--- config.mk ---
export PLATFORM = sky130hd
export DESIGN_NAME = pipe_stage_reg
export DESIGN_NICKNAME = d
export VERILOG_FILES = /design/src/rtl/pipe_pkg.sv /design/src/rtl/pipe_field_reg.sv /design/src/rtl/pipe_stage_reg.sv
export SDC_FILE = /design/constraint.sdc
export NUM_CORES = 1
export LEC_CHECK = 0
export BUFFER_PORTS_ARGS = -buffer_cell sky130_fd_sc_hd__buf_2
export CORE_ASPECT_RATIO = 0.5
export CORE_MARGIN = 2
export CORE_UTILIZATION = 40
export CTS_BUF_LIST = sky130_fd_sc_hd__clkbuf_4 sky130_fd_sc_hd__clkbuf_8
export DETAILED_ROUTE_END_ITERATION = 6
export HOLD_SLACK_MARGIN = 0.1
export PLACE_DENSITY = 0.65
export SKIP_CTS_REPAIR_TIMING = 1
export SLEW_MARGIN = 20
export SYNTH_ARGS = -nofsm -noshare
export SYNTH_HDL_FRONTEND = slang
export SYNTH_SLANG_ARGS = --single-unit
export TNS_END_PERCENT = 5
--- constraint.sdc ---
create_clock -name clk -period 7.7 [get_ports clk]
set_clock_uncertainty 0.1 [all_clocks]
set_input_delay 0.385 -clock clk [delete_from_list [all_inputs] [get_ports clk]]
set_output_delay 0.385 -clock clk [all_outputs]
set_load 0.02 [all_outputs]
--- src/rtl/pipe_pkg.sv ---
// Shared definitions for the inter-stage pipeline registers: word width, NOP encoding,
// default reset PC and the per-edge action encoding chosen by the priority decoder.
package pipe_pkg;

    localparam int unsigned WORD_W       = 32;
    localparam logic [31:0] INSTR_NOP    = 32'h0000_0000;
    localparam logic [31:0] RESET_PC_DEF = 32'h0000_3000;

    typedef enum logic [1:0] {
        ACT_LOAD   = 2'd0,
        ACT_HOLD   = 2'd1,
        ACT_BUBBLE = 2'd2,
        ACT_REPLAY = 2'd3
    } pipe_act_e;

endpackage

--- src/rtl/pipe_field_reg.sv ---
// One field of a pipeline stage register: the action input selects load, hold,
// bubble value or replay value on each rising edge; asynchronous reset to ResetVal.
module pipe_field_reg
    import pipe_pkg::*;
#(
    parameter int unsigned       Width    = 32,
    parameter logic [Width-1:0]  ResetVal = '0
) (
    input  logic              clk,
    input  logic              reset,
    input  pipe_act_e         act,
    input  logic [Width-1:0]  load_val,
    input  logic [Width-1:0]  bubble_val,
    input  logic [Width-1:0]  replay_val,
    output logic [Width-1:0]  q
);

    logic [Width-1:0] q_d;
    logic [Width-1:0] q_q;

    always_comb begin
        q_d = q_q;
        unique case (act)
            ACT_LOAD:   q_d = load_val;
            ACT_HOLD:   q_d = q_q;
            ACT_BUBBLE: q_d = bubble_val;
            ACT_REPLAY: q_d = replay_val;
            default:    q_d = q_q;
        endcase
    end

    always_ff @(posedge clk or posedge reset) begin
        if (reset) begin
            q_q <= ResetVal;
        end else begin
            q_q <= q_d;
        end
    end

    assign q = q_q;

endmodule

--- src/rtl/pipe_stage_reg.sv ---
// Inter-stage pipeline register with stall, flush (bubble) and one-entry replay.
// Define PIPE_STAGE_PERF_EN to add saturating stall/bubble cycle counters.
module pipe_stage_reg
    import pipe_pkg::*;
#(
    parameter int unsigned NUM_OPS         = 2,
    parameter logic [31:0] RESET_PC        = RESET_PC_DEF,
    parameter bit          BUBBLE_KEEPS_PC = 1'b1
) (
    input  logic                      clk,
    input  logic                      reset,
    input  logic                      stall_i,
    input  logic                      flush_i,
    input  logic                      replay_i,
    input  logic                      valid_i,
    input  logic [WORD_W-1:0]         pc_i,
    input  logic [WORD_W-1:0]         instr_i,
    input  logic [WORD_W*NUM_OPS-1:0] ops_i,
    output logic                      valid_o,
    output logic [WORD_W-1:0]         pc_o,
    output logic [WORD_W-1:0]         instr_o,
    output logic [WORD_W*NUM_OPS-1:0] ops_o,
    output logic                      replay_ok_o
`ifdef PIPE_STAGE_PERF_EN
    ,
    output logic [31:0]               stall_cnt_o,
    output logic [31:0]               bubble_cnt_o
`endif
);

    pipe_act_e act;
    logic      replay_go;
    logic      capture;

    logic                      replay_ok_d, replay_ok_q;
    logic [WORD_W-1:0]         rb_pc_q;
    logic [WORD_W-1:0]         rb_instr_q;
    logic [WORD_W*NUM_OPS-1:0] rb_ops_q;
    logic [WORD_W-1:0]         pc_bubble;

    // A replay request without a captured entry is simply ignored.
    assign replay_go = replay_i & replay_ok_q;
    assign capture   = flush_i & valid_i;
    assign pc_bubble = BUBBLE_KEEPS_PC ? pc_i : '0;

    always_comb begin
        act = ACT_LOAD;
        if (flush_i) begin
            act = ACT_BUBBLE;
        end else if (replay_go) begin
            act = ACT_REPLAY;
        end else if (stall_i) begin
            act = ACT_HOLD;
        end
    end

    always_comb begin
        replay_ok_d = replay_ok_q;
        if (capture) begin
            replay_ok_d = 1'b1;
        end else if (act == ACT_REPLAY) begin
            replay_ok_d = 1'b0;
        end
    end

    always_ff @(posedge clk or posedge reset) begin
        if (reset) begin
            replay_ok_q <= 1'b0;
            rb_pc_q     <= '0;
            rb_instr_q  <= INSTR_NOP;
            rb_ops_q    <= '0;
        end else begin
            replay_ok_q <= replay_ok_d;
            if (capture) begin
                rb_pc_q    <= pc_i;
                rb_instr_q <= instr_i;
                rb_ops_q   <= ops_i;
            end
        end
    end

    assign replay_ok_o = replay_ok_q;

    pipe_field_reg #(
        .Width    (1),
        .ResetVal (1'b0)
    ) u_valid (
        .clk        (clk),
        .reset      (reset),
        .act        (act),
        .load_val   (valid_i),
        .bubble_val (1'b0),
        .replay_val (1'b1),
        .q          (valid_o)
    );

    pipe_field_reg #(
        .Width    (WORD_W),
        .ResetVal (RESET_PC)
    ) u_pc (
        .clk        (clk),
        .reset      (reset),
        .act        (act),
        .load_val   (pc_i),
        .bubble_val (pc_bubble),
        .replay_val (rb_pc_q),
        .q          (pc_o)
    );

    pipe_field_reg #(
        .Width    (WORD_W),
        .ResetVal (INSTR_NOP)
    ) u_instr (
        .clk        (clk),
        .reset      (reset),
        .act        (act),
        .load_val   (instr_i),
        .bubble_val (INSTR_NOP),
        .replay_val (rb_instr_q),
        .q          (instr_o)
    );

    for (genvar k = 0; k < NUM_OPS; k++) begin : g_ops
        pipe_field_reg #(
            .Width    (WORD_W),
            .ResetVal ('0)
        ) u_op (
            .clk        (clk),
            .reset      (reset),
            .act        (act),
            .load_val   (ops_i[WORD_W*k +: WORD_W]),
            .bubble_val ({WORD_W{1'b0}}),
            .replay_val (rb_ops_q[WORD_W*k +: WORD_W]),
            .q          (ops_o[WORD_W*k +: WORD_W])
        );
    end

`ifdef PIPE_STAGE_PERF_EN
    logic [31:0] stall_cnt_q;
    logic [31:0] bubble_cnt_q;

    always_ff @(posedge clk or posedge reset) begin
        if (reset) begin
            stall_cnt_q  <= '0;
            bubble_cnt_q <= '0;
        end else begin
            if (act == ACT_HOLD && stall_cnt_q != 32'hFFFF_FFFF) begin
                stall_cnt_q <= stall_cnt_q + 32'd1;
            end
            if (act == ACT_BUBBLE && bubble_cnt_q != 32'hFFFF_FFFF) begin
                bubble_cnt_q <= bubble_cnt_q + 32'd1;
            end
        end
    end

    assign stall_cnt_o  = stall_cnt_q;
    assign bubble_cnt_o = bubble_cnt_q;
`endif

endmodule

* Word level (Yosys, flattened, before mapping) *
Index checks and enable logic that the tools add are counted.

word-level totals
  flip-flop bits (word level) = 258
  bits in latches = 0
  RAM bits = 0
  bits in read-only memories = 0
  bits of input ports = 134
  output and inout port bits = 130
  logic and storage cells = 27
  memories kept = 0

cells by class
  $add $sub $neg = 0
  $mul = 0
  divide/modulo/power cells = 0
  $lt $le $gt $ge = 0
  equal/unequal tests = 3
  shifts and indexed selects = 0
  mux-type cells = 10
  bitwise logic cells = 2
  reductions and logical operators = 3

operator list
  cell                                                             count
  32-bit case mux with 3 select lines                              3
  32-bit case mux with 2 select lines                              1
  2-bit == test, second input constant                             2
  2-bit two-way mux                                                2
  1-bit two-way mux                                                3
  1-bit case mux with 3 select lines                               1
  1-bit bitwise AND                                                2
  2-bit by 1-bit == test with 1-bit output, second input constant  1
  2-bit zero test                                                  1
  2-bit nonzero test                                               1
  2-bit OR reduction                                               1

* Longest topological paths before layout *
Gate-level depths: netlist (run 1).

  depth after elaboration = 6
  mapped depth = 5
  gate-level depth less buffers = 3

* Cells and area by module *
A second synthesis (run 1) with hierarchy kept.

unflattened totals
  cell total of the unflattened synthesis = 577
  area total of the unflattened synthesis = 12036.5 um2

modules (own cells, without submodules)
  module                               instances  cells an instance  area an instance (um2)  seq. area each (um2)
  pipe_stage_reg                       1          282                5421.4                  3228.1
  pipe_field_reg at g_ops[0].u_op ...  3          73                 1640.3                  800.8
  pipe_field_reg at u_pc               1          73                 1642.8                  803.3
  pipe_field_reg at u_valid            1          3                  51.3                    25.0

* Worst setup path before layout (run 1) *
No wires, ideal clock.

  path kind = reg2reg
  start = register replay_ok_q, in the netlist replay_ok_o
  end = register u_pc.q_q[10], in the netlist u_pc.q[10]
  setup time = 127 ps
  arrival = 1226 ps
  data required time = 7473 ps
  path slack = 6247 ps
  cell stages (with the launch flop) = 6
  path buffers = 2
  clock period less this slack = 1453 ps
  path through = dfrtp_1 > and3b_1 > buf_4 > buf_6 > a22oi_1 > a2bb2oi_1

between the ends
  word-level cells in the longest chain between the ends = 6
  elaborated cells on any way between the ends = 9
  classes of those cells = 3 x eq/ne; 3 x mux; 1 x bitwise; 2 x reduce/logical

RTL lines
  what                                              line                  RTL
  start, declared                                   pipe_stage_reg.sv:35  logic replay_ok_d, replay_ok_q;
  start signal, assigned                            pipe_stage_reg.sv:73  replay_ok_q <= replay_ok_d;
  1-bit bitwise AND (*)                             pipe_stage_reg.sv:42  assign replay_go = replay_i & replay_ok_q;
  2-bit two-way mux (*)                             pipe_stage_reg.sv:50  end else if (replay_go) begin
  2-bit two-way mux (*)                             pipe_stage_reg.sv:48  if (flush_i) begin
  2-bit == test or 2-bit zero test (tied branches)  pipe_field_reg.sv:23  unique case (act)
  2-bit OR reduction (no line)                      --
  32-bit case mux with 2 select lines               pipe_field_reg.sv:23
  end signal, assigned                              pipe_field_reg.sv:34  q_q <= ResetVal;
  end signal, assigned                              pipe_field_reg.sv:36  q_q <= q_d;
  end, declared                                     pipe_field_reg.sv:19  logic [Width-1:0] q_q;

Mark *: on every way between the ends. The rest lies on a longest branch, timed or not.
A chain may end at the register's enable or synchronous reset.

* Final worst setup path (run 1) *
  start = input port flush_i
  end = register u_pc.q_q[29], in the netlist u_pc.q[29]

between the ends
  word-level cells in the longest chain between the ends = 4
  elaborated cells on any way between the ends = 7
  classes of those cells = 3 x eq/ne; 2 x mux; 2 x reduce/logical

RTL lines
  what                                              line                  RTL
  start, declared                                   pipe_stage_reg.sv:13  input logic flush_i,
  2-bit two-way mux (*)                             pipe_stage_reg.sv:48
  2-bit == test or 2-bit zero test (tied branches)  pipe_field_reg.sv:23
  2-bit OR reduction (no line)                      --
  32-bit case mux with 2 select lines               pipe_field_reg.sv:23

Marked as above.

==> results.py, run 1 <==
metrics = {
    "synthesis": {
        "ys_types": 19,
        "syn_inst": 854,
        "synth_flop_cell": "dfrtp_1",
        "yosys-top-cells-area": "dfrtp_1, mux2_2, a2bb2oi_1, nand2_1, o21ai_0",
        "synthAdderAreaFrac": 0,
        "synthMuxAreaShare": 0.135,
        "synthesis.nets": 988,
        "yosys_warnings": 0,
        "async_reset_ff_frac": 1.00,
        "synth_top_family_by_area": "compound AO/OA/AOI/OAI gates",
        "synthSimpleGateAreaFrac": 0.0476,
        "synth-seq-area-share": 0.601,
        "ys_ff_latch": 258,
        "syn_area_per_cell_sq_um": 12.6,
        "synth_compound_area_frac": 0.173,
        "synth_commonest_cells": "dfrtp_1, nand2_1, a2bb2oi_1, mux2_2, o21ai_0",
        "synth_top_area_frac": 0.596,
        "yosysMostFrequentCell": "dfrtp_1",
        "synth-edff-count": 0,
        "synth_xor_area_frac": 0,
        "yosysTopAreaCell": "dfrtp_1",
        "syn_area_sq_um": 10800,
    },
    "floorplan": {
        "core-area_sq_um": 26400,
        "fp.dieH_microns": 120,
        "die_area_sq_um": 28300,
        "io_pins": 264,
        "row_count": 42,
        "floorplan.initialDensity": 0.407,
        "die_w_microns": 236,
    },
    "critical_path": {
        "worst_path_largest_cell_delay_ps": 850,
        "rr_worst_depth": 5,
        "crit_required_ps": 8050,
        "crit_type": "in2reg",
        "slowest_stage": "and3b_4",
        "startpoint_type": "primary input",
        "crit_path_max_fanout": 74,
        "endpoint_kind": "flip-flop",
        "rrSetupSlack_ps": 4960,
        "worstPathArrival_ps": 3220,
        "crit_chain": "dlygate4sd3_1 > buf_2 > and3b_4 > buf_4 > a22oi_1 > a2bb2oi_1",
    },
    "cts": {
        "htreeDepth": 2,
        "clk_latency_ps": 540,
        "numCtsBuffers": 40,
        "path_clk_slew_ps": 60,
        "tritoncts": "done",
        "cts_root_buf": "clkbuf_8",
        "clock_path_buffers": 3,
        "clock-sinks": 258,
    },
    "global_route": {
        "grt_max_degree": 109,
        "grt_pass1_vias": 8182,
        "grt_pass1_wl_mm": 45.7,
        "overflow": 0,
        "grt_usage": 0.202,
        "antenna_found_initial": 3,
    },
    "power": {
        "p_per_area_nw_per_um2": 254,
        "leakagePower_nw": 6.79,
        "ir_drop_uv": 106,
    },
    "timing": {
        "slew_headroom": 0.350,
        "whs_ps": 373,
        "drv_slew": 0,
        "tns_ps": 0,
        "setup_viol": 0,
        "fin_crit_sh": 0.373,
        "tightest_slew_ps": 975,
        "hold_violations": 0,
        "clock.fmax_mhz": 349,
        "rsz0062_at_grt": "no",
        "finalCriticalPeriod_ps": 2870,
    },
    "worst_hold_path": {
        "worstHoldPathType": "in2reg",
        "min_path_cells": 3,
    },
    "final_layout": {
        "fin_nets": 1362,
        "instances_no_fill": 1612,
        "final_area_sq_um": 14400,
        "layout-drive-gt1-share": 0.381,
        "area_growth_pct": 34.1,
    },
    "detailed_routing": {
        "via_per_inst": 5.32,
        "drt-total-wl_mm": 30.4,
        "drt_pre_antenna_iters": 5,
        "ant_nets": 0,
        "drcViolationCount": 0,
        "via_count": 8578,
        "routedWlPerCell_microns": 18.8,
        "drt_iter0_markers": 785,
    },
    "place": {
        "dpl.cell_count": 1404,
        "port_buffers": 263,
        "gp_congestion": 0.828,
        "dp.final_hpwl_mm": 17.5,
        "dpl_cell_area_sq_um": 12100,
    },
    "status": {
        "outcome": "finished clean",
    },
    "job": {
        "cap_violations": 0,
    },
}
-- layer usage --
metal  routed length (microns)  track usage
met3                      1340       0.0373
met5                         0            0
met1                     12700        0.260
met4                       918       0.0820
met2                     15400        0.339
-- final timing paths --
kind,startpoint,end
max,flush_i,u_pc.q[29]
min,stall_i,g_ops[1].u_op.q[22]
max reg2reg,replay_ok_o,g_ops[0].u_op.q[12]
min reg2reg,rb_ops_q[59],rb_ops_q[59]
max in group asynchronous,reset,rb_ops_q[62]
min in group asynchronous,reset,rb_ops_q[4]
-- cell usage in the layout, fill, tap and decap left out, types with 8 or more instances in the layout --
master and n:
buf_2 262, dfrtp_1 256, dlygate4sd3_1 132, nand2_1 129
a2bb2oi_1 128, mux2_2 128, o21ai_0 96, clkbuf_8 55
a22oi_1 32, clkbuf_4 12, buf_4 8
-- metrics by stage --
stage	setup WS, ps	total power (W)	utilization
after floorplan	120	0.00212	-
after global placement	4570	0.00232	0.459
after detailed placement	4510	0.00235	0.459
after CTS	4560	0.00364	0.493
after global routing	4690	0.00384	0.546
final	4830	0.00367	0.546
-- state kept, by name, summed over array words and instances (netlist names) --
name,count
replay_ok_o,1
u_pc.q,32
u_valid.q,1
u_instr.q,32
g_ops.u_op.q,64
rb_ops_q,64
rb_pc_q,32
rb_instr_q,32
-- cells by family after synthesis --
| family | Yosys count |
|---|---|
| buf+inv | 74 |
| simple gates | 134 |
| compound gates | 259 |
| flops | 258 |
| mux | 129 |
-- power by group --
group	switching, W	internal (W)	leakage (nW)
Combinational	0.000395	0.000338	3.19
Sequential	0.000105	0.00155	3.12
Clock	0.000553	0.000727	0.477
-- worst max-delay path: cells and delay by family --
kind	cells	cell delay [ps]
AO/OA/AOI/OAI	2	410
buffers and inverters	3	1530
AND/OR/NAND/NOR	1	850
-- layout make-up --
class / instances / area, sq um
fillers: 2196 / 12000
multi-input cells: 522 / 3850
clock buffers: 67 / 847
clock inverters: 4 / 48.8
well taps: 352 / 440
inverters: 1 / 11.3
diodes: 3 / 7.51
repair buffers: 405 / 2760
flip-flops and latches: 258 / 6460
Note: power is estimated with default switching activity, not from simulation.
==> run 2, diff against run 1 <==
ABC_AREA = 1   (was default)
PLACE_DENSITY = default   (was 0.65)
clock period = 2.9 ns   (was 7.7 ns; I/O delays follow)
==> results.py, run 2 <==
metrics = {
    "status": {
        "outcome": "finished clean",
    },
    "detailed_routing": {
        "routed-wl-met3_mm": 1.40,
        "via_count": 11300,
        "via_per_inst": 4.51,
        "highest_layer": "met4",
        "drcViolationCount": 0,
        "drt_iter0_markers": 800,
        "met2WireLength_mm": 17.0,
        "m1WireLength_mm": 15.2,
        "drt-total-wl_mm": 34.4,
        "ant_nets": 0,
        "routedWlPerCell_microns": 13.7,
        "drt_pre_antenna_iters": 5,
    },
    "final_layout": {
        "n_fill_cell": 2987,
        "seq_area_sq_um": 6460,
        "final_cell_mix": "nand2_1, inv_1, buf_2",
        "final_area_sq_um": 16200,
        "layout-drive-gt1-share": 0.175,
        "mostFrequentLayoutCell": "nand2_1",
        "utilization": 0.536,
        "area_growth_pct": 32.0,
        "fin_nets": 2216,
        "multi_input_area_sq_um": 4110,
    },
    "critical_path": {
        "crit_type": "reg2reg",
        "worst_path_largest_cell_delay_ps": 560,
        "crit_path_max_fanout": 28,
        "startpoint_type": "flip-flop",
        "path_delay_family": "buffers and inverters",
        "endpoint_kind": "flip-flop",
        "crit_required_ps": 3280,
        "worstPathArrival_ps": 2670,
        "slowest_stage": "dlygate4sd3_1",
        "crit_buf_inv": 3,
        "crit_chain": "nand2_4 > nand3_2 > inv_4 > buf_4 > nand2_1 > nand3_1 > dlygate4sd3_1",
    },
    "place": {
        "gp_congestion": 0.794,
        "dpl_cell_area_sq_um": 14100,
        "port_buffers": 263,
        "dp.final_hpwl_mm": 20.7,
    },
    "floorplan": {
        "io_pins": 264,
        "die_area_sq_um": 32300,
        "die_w_microns": 252,
        "floorplan.initialDensity": 0.406,
        "fp.dieH_microns": 128,
        "row_count": 45,
        "core-area_sq_um": 30300,
    },
    "synthesis": {
        "synth-edff-count": 0,
        "synth_top_area_frac": 0.521,
        "synthSimpleGateAreaFrac": 0.280,
        "syn_area_per_cell_sq_um": 7.20,
        "synth_top_family_by_area": "simple AND/OR/NAND/NOR gates",
        "syn_area_sq_um": 12300,
        "synthesis.nets": 1843,
        "yosys-top-cells-area": "dfrtp_1, nand2_1, inv_1, nand3_1, o21ai_0",
        "ys_types": 14,
        "synthMuxAreaShare": 0,
        "synth_xor_area_frac": 0,
        "synth_flop_cell": "dfrtp_1",
        "synthAdderAreaFrac": 0,
        "ys_ff_latch": 258,
        "synth_compound_area_frac": 0.0525,
        "yosysTopAreaCell": "dfrtp_1",
        "yosys_warnings": 0,
        "synth_commonest_cells": "nand2_1, inv_1, dfrtp_1",
        "async_reset_ff_frac": 1.00,
        "syn_inst": 1709,
        "synth-seq-area-share": 0.525,
        "yosysMostFrequentCell": "nand2_1",
    },
    "worst_hold_path": {
        "worstHoldPathType": "in2async",
    },
    "timing": {
        "drv_slew": 0,
        "fin_crit_sh": 0.788,
        "tightest_slew_ps": 794,
        "setup_viol": 0,
        "finalCriticalPeriod_ps": 2290,
        "slew_headroom": 0.469,
        "rsz0062_at_grt": "no",
        "hold_violations": 0,
        "clock.fmax_mhz": 437,
    },
    "global_route": {
        "grt_usage": 0.204,
        "grt_pass1_wl_mm": 53.1,
        "grt_max_degree": 75,
        "antenna_found_initial": 0,
        "overflow": 0,
        "grt_pass1_vias": 10300,
    },
    "cts": {
        "tritoncts": "done",
        "numCtsBuffers": 40,
        "path_clk_slew_ps": 70,
        "clock-sinks": 258,
        "htreeDepth": 2,
        "cts_root_buf": "clkbuf_8",
        "clk_latency_ps": 550,
        "clock_path_buffers": 3,
    },
    "power": {
        "finalPower_w": 0.00961,
        "combinationalPowerShare": 0.208,
        "p_sw_w": 0.00303,
        "p_clk_frac": 0.342,
        "power_frac_seq": 0.450,
        "p_per_area_nw_per_um2": 591,
        "ir_drop_uv": 245,
        "switching_share": 0.315,
        "p_int_w": 0.00658,
        "leakagePower_nw": 9.61,
    },
    "job": {
        "cap_violations": 0,
    },
}
run 2: cell count changes after synthesis, sizes merged, moves of 3 or more:
cell     previous run  this run
o21ai              96       129
buf                61        57
a2bb2oi           128         0
inv                 1       358
nand2             131       739
mux2              128         0
a21oi               3         0
a22oi              32         0
clkbuf             12        35
nand3               0       132
run 2: final cells by class:
type	instances	area share
Antenna cell	2	0.000308
Clock buffer	62	0.0475
Clock inverter	9	0.00431
Inverter	358	0.0832
Multi-Input combinational cell	1001	0.253
Sequential cell	258	0.398
Tap cell	399	0.0307
Timing Repair Buffer	423	0.183
run 2: power groups by stage:
stage / clock network (W) / registers (W) / logic, W
after global routing: 0.00357 / 0.00438 / 0.00226
final: 0.00328 / 0.00432 / 0.00200
after CTS: 0.00339 / 0.00433 / 0.00187
after detailed placement: 0 / 0.00439 / 0.00187
after floorplan: 0 / 0.00464 / 0.000930
after global placement: 0 / 0.00438 / 0.00185
run 2: cell families (layout without fill, tap and decap cells):
family,Yosys count,after routing
buf+inv,450,852
compound gates,129,129
other cells,0,2
flops,258,258
simple gates,872,872
run 2: final timing paths:
kind                                   from             endpoint  slack, ps  depth (start not counted)
worst max-delay path            replay_ok_o            u_valid.q        610                          7
worst min register to register   u_pc.q[12]           u_pc.q[12]        370                          2
min in group clk                   pc_i[24]          rb_pc_q[24]        320                          4
worst min-delay path                  reset            u_pc.q[3]        100                          3
max in group asynchronous             reset  g_ops[1].u_op.q[23]       1720                          4
worst max register to register  replay_ok_o            u_valid.q        610                          7
run 2: layer usage:
metal / global-route usage / vias up
met5: 0 / -
met1: 0.267 / 5265
li1: - / 5737
met3: 0.0341 / 64
met2: 0.351 / 258
met4: 0.0637 / 0
run 2: worst min-delay path: cells and delay by family:
kind	cells	cell delay (ps)
buffers and inverters	3	1030
run 2: stage by stage:
stage                     setup slack, ps  hold slack, ps  TNS (ps)  instances
after floorplan                      -743             209   -190200       1709
after global placement               1060             120         0       2305
after detailed placement             1030             119         0       2305
after CTS                            1020            -485         0       2376
after global routing                  447             116         0       2510
final                                 613            98.1         0       2512
==> run 3, diff against run 2 <==
clock period = 1.95 ns   (was 2.9 ns; I/O delays follow)
==> results.py, run 3 (synthesis results as in run 2) <==
metrics = {
    "timing": {
        "setup_viol": 0,
        "fin_ws_ps": 178,
        "drv_slew": 0,
        "whs_ps": 131,
        "fin_crit_sh": 0.909,
        "tightest_slew_ps": 658,
        "finalCriticalPeriod_ps": 1770,
        "rsz0062_at_grt": "no",
        "hold_violations": 0,
        "tns_ps": 0,
        "slew_headroom": 0.561,
        "clock.fmax_mhz": 564,
    },
    "final_layout": {
        "area_growth_pct": 33.2,
        "layout-drive-gt1-share": 0.174,
        "final_cell_mix": "nand2_1, inv_1, buf_2",
        "fin_nets": 2229,
        "multi_input_area_sq_um": 4110,
        "utilization": 0.541,
        "seq_area_sq_um": 6460,
        "mostFrequentLayoutCell": "nand2_1",
        "diodes": 0,
        "n_fill_cell": 2838,
    },
    "place": {
        "dp_slack_ps": 407,
        "gp_congestion": 0.797,
        "port_buffers": 263,
        "dp.final_hpwl_mm": 20.2,
    },
    "floorplan": {
        "io_pins": 264,
        "floorplan.initialDensity": 0.406,
        "fp.dieH_microns": 128,
        "core-area_sq_um": 30300,
        "die_area_sq_um": 32300,
        "die_w_microns": 252,
        "row_count": 45,
    },
    "cts": {
        "clk_latency_ps": 550,
        "clock-sinks": 258,
        "cts_root_buf": "clkbuf_8",
        "clock_path_buffers": 3,
        "htreeDepth": 2,
        "tritoncts": "done",
        "numCtsBuffers": 41,
        "path_clk_slew_ps": 70,
    },
    "global_route": {
        "grt_usage": 0.204,
        "overflow": 0,
        "grt_pass1_wl_mm": 52.7,
        "grt_max_degree": 89,
        "antenna_found_initial": 0,
        "grt_pass1_vias": 10300,
    },
    "critical_path": {
        "crit_buf_inv": 2,
        "cpMostUsedCell": "nand2_1",
        "path_delay_family": "buffers and inverters",
        "endpoint_kind": "flip-flop",
        "crit_type": "reg2reg",
        "slowest_stage": "dlygate4sd3_1",
        "startpoint_type": "flip-flop",
        "worstPathArrival_ps": 2160,
        "crit_required_ps": 2340,
        "crit_path_max_fanout": 18,
        "worst_path_largest_cell_delay_ps": 570,
        "crit_chain": "nand2_4 > nand3_2 > inv_4 > nand2_1 > dlygate4sd3_1 > nand2_1",
    },
    "detailed_routing": {
        "drt_pre_antenna_iters": 5,
        "drcViolationCount": 0,
        "ant_nets": 0,
        "drt-total-wl_mm": 34.3,
        "via_per_inst": 4.48,
        "routedWlPerCell_microns": 13.6,
        "drt_iter0_markers": 696,
        "via_count": 11300,
    },
    "power": {
        "p_sw_w": 0.00448,
        "power_frac_seq": 0.453,
        "ir_drop_uv": 401,
        "combinationalPowerShare": 0.214,
        "leakagePower_nw": 9.67,
        "switching_share": 0.316,
        "p_clk_frac": 0.333,
        "p_per_area_nw_per_um2": 866,
        "p_int_w": 0.00972,
    },
    "worst_hold_path": {
        "worstHoldPathType": "in2reg",
    },
    "job": {
        "cap_violations": 0,
    },
    "status": {
        "outcome": "finished clean",
    },
}
-- run 3: cell count changes in the layout (fill, tap and decap cells not counted), sizes merged --
cell / delta
dlygate4sd3: +10
bufinv: -1
buf: +2
diode: -2
clkinv: -2
-- run 3: path summary, 6_finish.rpt --
kind	slack, ps	depth (start not counted)	endpoint	from
min in group asynchronous	590	4	u_pc.q[5]	reset
max reg2reg	180	6	u_pc.q[19]	replay_ok_o
max in group asynchronous	350	5	g_ops[1].u_op.q[24]	reset
min reg2reg	370	2	u_pc.q[12]	u_pc.q[12]
max	180	6	u_pc.q[19]	replay_ok_o
min	130	6	u_pc.q[29]	flush_i
-- run 3: power by group through the flow --
stage	logic, W	clock network (W)	registers [W]
2_1_floorplan	0.00138	0	0.00690
3_3_place_gp	0.00278	0	0.00651
3_5_place_dp	0.00282	0	0.00652
4_1_cts	0.00282	0.00488	0.00643
5_1_grt	0.00343	0.00516	0.00651
6_report	0.00304	0.00473	0.00643
-- run 3: stage by stage --
| stage | instances | cell area [sq um] | power (W) |
|---|---|---|---|
| finish | 2519 | 16400 | 0.0142 |
| global route | 2519 | 16400 | 0.0151 |
| CTS | 2375 | 15000 | 0.0141 |
| detailed placement | 2307 | 14100 | 0.00934 |
| global placement | 2307 | 14100 | 0.00929 |
| floorplan | 1709 | 12300 | 0.00828 |
-- run 3: layer usage --
| layer | up-vias | wire length (microns) | track usage |
|---|---|---|---|
| met4 | 0 | 939 | 0.0689 |
| li1 | 5762 | - | - |
| met3 | 66 | 1350 | 0.0351 |
| met1 | 5220 | 15100 | 0.264 |
| met5 | - | 0 | 0 |
| met2 | 249 | 16900 | 0.348 |
-- run 3: final cells by class --
type                       instances  area share
sequential                       258       0.394
multi-input combinational       1001       0.251
timing repair buffer             435       0.193
inverter                         358      0.0824
tap                              399      0.0304
clock inverter                     6     0.00183
clock buffer                      62      0.0475
-- run 3: worst min-delay path: stages --
cell	delay, ps
buf_2	160
nor2_4	70
buf_12	210
nand2_1	90
nand3_1	60
nand2_1	50
